[config.mk]
export PLATFORM = sky130hd
export DESIGN_NAME = alu_main
export DESIGN_NICKNAME = d
export VERILOG_FILES = /design/src/rtl/alu_pkg.sv /design/src/rtl/alu_shift_unit.sv /design/src/rtl/alu_main.sv
export SDC_FILE = /design/constraint.sdc
export NUM_CORES = 2
export LEC_CHECK = 0
export ABC_AREA = 1
export BUFFER_PORTS_ARGS = -buffer_cell sky130_fd_sc_hd__clkbuf_2
export CAP_MARGIN = 30
export CORE_MARGIN = 5
export CORE_UTILIZATION = 61
export CTS_CLUSTER_SIZE = 25
export DETAILED_ROUTE_END_ITERATION = 6
export PLACE_DENSITY = 0.78
export SYNTH_ARGS = -nofsm -noshare
export SYNTH_HDL_FRONTEND = slang
export SYNTH_SLANG_ARGS = --single-unit
[constraint.sdc]
create_clock -name clk -period 16.6 [get_ports clk]
set_clock_uncertainty 0.15 [all_clocks]
set_input_delay 0.83 -clock clk [delete_from_list [all_inputs] [get_ports clk]]
set_output_delay 0.83 -clock clk [all_outputs]
set_load 0.1 [all_outputs]
[src/rtl/alu_pkg.sv]
// Shared opcode encodings, flag bit positions and shift-unit mode select for the ALU.
package alu_pkg;

  localparam logic [3:0] OP_ADD = 4'd0;
  localparam logic [3:0] OP_SUB = 4'd1;
  localparam logic [3:0] OP_MUL = 4'd2;
  localparam logic [3:0] OP_OR  = 4'd3;
  localparam logic [3:0] OP_AND = 4'd4;
  localparam logic [3:0] OP_XOR = 4'd5;
  localparam logic [3:0] OP_LSL = 4'd6;
  localparam logic [3:0] OP_LSR = 4'd7;
  localparam logic [3:0] OP_ROR = 4'd8;

  localparam int FLG_N = 3;
  localparam int FLG_Z = 2;
  localparam int FLG_C = 1;
  localparam int FLG_V = 0;

  typedef enum logic [1:0] {
    SH_LSL = 2'd0,
    SH_LSR = 2'd1,
    SH_ROR = 2'd2
  } shift_mode_e;

endpackage

[src/rtl/alu_shift_unit.sv]
// Fixed-distance LSL/LSR/ROR datapath with carry-out; purely combinational.
// Zero latency, no flow control.
module alu_shift_unit
  import alu_pkg::*;
#(
  parameter int LEN   = 32,
  parameter int SHIFT = 2
) (
  input  logic [LEN-1:0] a,
  input  logic [1:0]     mode,
  output logic [LEN-1:0] res,
  output logic           carry
);

  logic [LEN-1:0] lsl_res;
  logic [LEN-1:0] lsr_res;
  logic [LEN-1:0] ror_res;

  always_comb begin
    lsl_res = a << SHIFT;
    lsr_res = a >> SHIFT;
    ror_res = (a >> SHIFT) | (a << (LEN - SHIFT));
    res     = lsl_res;
    carry   = a[LEN-SHIFT];
    case (mode)
      SH_LSR: begin
        res   = lsr_res;
        carry = a[SHIFT-1];
      end
      SH_ROR: begin
        res   = ror_res;
        // rotate carry mirrors the new MSB, i.e. the last bit wrapped around
        carry = ror_res[LEN-1];
      end
      default: begin
        res   = lsl_res;
        carry = a[LEN-SHIFT];
      end
    endcase
  end

endmodule

[src/rtl/alu_main.sv]
// Registered ALU: arithmetic, logic and fixed shifts with {N,Z,C,V} flags.
// One-cycle latency, accepts a new operation every cycle, no backpressure.
module alu_main
  import alu_pkg::*;
#(
  parameter int LEN   = 32,
  parameter int SHIFT = 2
) (
  input  logic           clk,
  input  logic           rst,
  output logic [LEN-1:0] response,
  input  logic [LEN-1:0] a,
  input  logic [LEN-1:0] b,
  input  logic [3:0]     opcd,
  output logic [3:0]     flgs
);

  logic [LEN-1:0]   response_q, response_d;
  logic [3:0]       flgs_q, flgs_d;
  logic [LEN:0]     sum;
  logic [LEN:0]     diff;
  logic [2*LEN-1:0] prod;
  logic [LEN-1:0]   res;
  logic             c_bit, v_bit;
  logic [1:0]       sh_mode;
  logic [LEN-1:0]   sh_res;
  logic             sh_carry;

  always_comb begin
    sh_mode = SH_LSL;
    if (opcd == OP_LSR) sh_mode = SH_LSR;
    else if (opcd == OP_ROR) sh_mode = SH_ROR;
  end

  alu_shift_unit #(.LEN(LEN), .SHIFT(SHIFT)) u_shift (
    .a     (a),
    .mode  (sh_mode),
    .res   (sh_res),
    .carry (sh_carry)
  );

  always_comb begin
    sum   = {1'b0, a} + {1'b0, b};
    diff  = {1'b0, a} - {1'b0, b};
    prod  = {{LEN{1'b0}}, a} * {{LEN{1'b0}}, b};
    res   = a;
    c_bit = 1'b0;
    v_bit = 1'b0;
    case (opcd)
      OP_ADD: begin
        res   = sum[LEN-1:0];
        c_bit = sum[LEN];
        v_bit = (a[LEN-1] == b[LEN-1]) && (res[LEN-1] != a[LEN-1]);
      end
      OP_SUB: begin
        res   = diff[LEN-1:0];
        // diff[LEN] is the borrow, so carry is its complement
        c_bit = ~diff[LEN];
        v_bit = (a[LEN-1] != b[LEN-1]) && (res[LEN-1] != a[LEN-1]);
      end
      OP_MUL: begin
        res   = prod[LEN-1:0];
        c_bit = |prod[2*LEN-1:LEN];
        v_bit = |prod[2*LEN-1:LEN];
      end
      OP_OR:  res = a | b;
      OP_AND: res = a & b;
      OP_XOR: res = a ^ b;
      OP_LSL, OP_LSR, OP_ROR: begin
        res   = sh_res;
        c_bit = sh_carry;
      end
      default: res = a;
    endcase

    response_d    = res;
    flgs_d        = 4'b0000;
    flgs_d[FLG_N] = res[LEN-1];
    flgs_d[FLG_Z] = (res == '0);
    flgs_d[FLG_C] = c_bit;
    flgs_d[FLG_V] = v_bit;
  end

  always_ff @(posedge clk) begin
    if (rst) begin
      response_q <= '0;
      flgs_q     <= 4'b0000;
    end else begin
      response_q <= response_d;
      flgs_q     <= flgs_d;
    end
  end

  assign response = response_q;
  assign flgs     = flgs_q;

endmodule

==> impl_metrics.tcl <==
set metrics [dict create \
    status "finished with violations" \
    failed_checks "DRC" \
    synth_ff_type "dfxtp_1" \
    multiInputGateArea_mm2 0.0347 \
    rsz0062_at_grt "no" \
    clkTransAtPathRegs_ns 0.07 \
    max_slew_margin_pct 26.5 \
    nets 7575 \
    slowest_stage "ha_1" \
    cts_root_buf "clkbuf_16" \
    antenna_found_initial 1 \
    fp-row-count 97 \
    vias 40300 \
    drc 1 \
    syn-instance-count 6344 \
    clock_path_buffers 2 \
    yosysUniqueCellTypes 50 \
    synth.avg_cell_area_um2 6.84 \
    grt_pass1_vias 41900 \
    layout_setup_ws_ns 7.94 \
    crit_type "in -> reg" \
    crit_family "adder cells" \
    ys_seq_elements 35 \
    cts_resized 0 \
    cts_tree "done" \
    initial_core_util_pct 61.8 \
    async_reset_ff_share_pct 0 \
    crit_end "flgs[0]" \
    yosys_warnings 0 \
    crit_required_ns 16.62 \
    totalWireLength_um 157000 \
    routed_via_density 5.60 \
    arrival_ns 8.68 \
    die-area_mm2 0.0766 \
    area_growth_pct 3.00 \
    drt-pass1-iter-count 7 \
    grt_overflow 0 \
    drt_iter0_markers 4102 \
    core_mm2 0.0703 \
    h-tree-depth 2 \
    cts_setup_buffers 0 \
    drive_gt1_share_pct 3.33 \
    tightest_slew_ns 1.10 \
    track_usage_pct 40.8 \
    setup_tns_ns 0 \
    portBuffers 105 \
    place_hpwl_um 123000 \
    n_antenna_cell 0 \
    synthesis.nets 7672 \
    cp-end-kind "flip-flop" \
    yosysMostFrequentCell "nand2_1" \
    hold_viol_final 0 \
    cp_max_fo 36 \
    die_height_um 277 \
    drv_cap 0 \
    fill_cells 6521 \
    synthesis.area_mm2 0.0434 \
    yosys.area.top_type_share_pct 41.4 \
    startpoint "a[17]" \
    start_kind "input port" \
    pre_cts_ws_ns 7.75 \
    ys_seq_area_share_pct 1.61 \
    whs_ns 0.909 \
    yosys-top-cells-count "nand2_1, inv_1, fa_1" \
    fmax_mhz 115 \
    io_pins 106 \
    hold_class "in -> reg" \
    synth_area_leader_cell "fa_1" \
    grt_first_pass_wirelength_um 241000 \
    clkSinkCount 35 \
    globalplace.congestion 1.03 \
    drtAntennaViolNets 0 \
    finalCritPeriodShare_pct 52.2 \
    synthTopCellsByArea "fa_1, nand2_1, inv_1, ha_1, nor2_1" \
    cp.depth 31 \
    wl_per_cell_um 21.8 \
    grt_max_degree 60 \
    regArea_um2 701 \
    drv_slew 0 \
    cts_made_buffers 5 \
    slowest_delay_ns 0.65 \
    setup_violations 0 \
    crit_buf_inv 6 \
    synth-edff-count 0 \
    hold_buffers 0 \
    dieWidth_um 277 \
    min_period_ns 8.66 \
]
## metal layers
layer | track usage, % | share of wire, % | wire, um
met5 | 0 | 0.0045 | 7
met4 | 23.4 | 7.7 | 12000
met3 | 9.60 | 11 | 17300
met2 | 66.3 | 45 | 71300
met1 | 50.1 | 36 | 56200
## cell type report
| class | count | share of cell area (%) |
|---|---|---|
| clock buffer | 7 | 0.297 |
| clock inverter | 1 | 0.0112 |
| inverter | 1841 | 15.5 |
| multi-input combinational | 4190 | 77.6 |
| sequential | 35 | 1.57 |
| tap | 940 | 2.63 |
| timing repair buffer | 174 | 2.49 |
## sequential cells by signal (all words and copies together) (netlist names)
register,flops
flgs,3
response,32
## cells by family (layout without fill, tap and decap cells)
group	count (synthesis)	count (layout)	synth area share, %
DFF	35	35	1.61
xor gates and xnor gates	12	12	0.242
adders and majority gates	1258	1258	51.8
buffers and inverters	2119	2023	18.5
AOI/OAI and AO/OA	361	361	4.53
and+or+nand+nor	2559	2559	23.3
## layout by cell type, fill, tap and decap left out, types with 3 or more instances in the layout
cell / netlist / final
dfxtp_1: 35 / 35
a21o_1: 4 / 4
nand4_1: 27 / 27
clkbuf_2: 3 / 105
o21ai_0: 103 / 103
nand3_1: 218 / 218
o21ai_1: 16 / 16
a21boi_0: 3 / 3
or2_2: 10 / 10
o2111ai_1: 4 / 4
a21oi_1: 175 / 175
ha_1: 361 / 361
and2_1: 4 / 4
buf_4: 6 / 64
a211oi_1: 4 / 4
a31oi_1: 3 / 3
inv_1: 1833 / 1833
nor2_1: 306 / 306
xor2_1: 7 / 7
o22ai_1: 21 / 21
nor3_1: 26 / 26
xnor2_1: 5 / 5
nand3b_1: 15 / 15
clkbuf_16: 0 / 5
nand2_1: 1936 / 1936
nor3_2: 3 / 3
buf_12: 0 / 4
fa_1: 897 / 897
nor4_1: 4 / 4
o211ai_1: 4 / 4
o21a_1: 6 / 6
inv_2: 6 / 6
o21bai_1: 9 / 9
## worst min-delay path by stage
stage | start | to | slack [ns] | depth (start not counted)
CTS | rst | response[2] | 0.90 | 3
finish | rst | response[2] | 0.91 | 3
global route | rst | response[2] | 0.93 | 3
global placement | rst | response[1] | 1.19 | 3
floorplan | a[28] | response[28] | 0.94 | 4
detailed placement | rst | response[2] | 1.20 | 3
## metrics by stage
step	utilization (%)	cells	instance area, um^2
6_report	63.6	7188	44700
5_1_grt	63.6	7188	44700
4_1_cts	63.6	7186	44700
3_5_place_dp	63.4	7178	44500
3_3_place_gp	63.3	7175	44500
2_1_floorplan	-	6344	43400
Power is left out: the tool's default activity adds up to more than one toggle a clock period on the data nets, which glitch-free logic cannot reach.
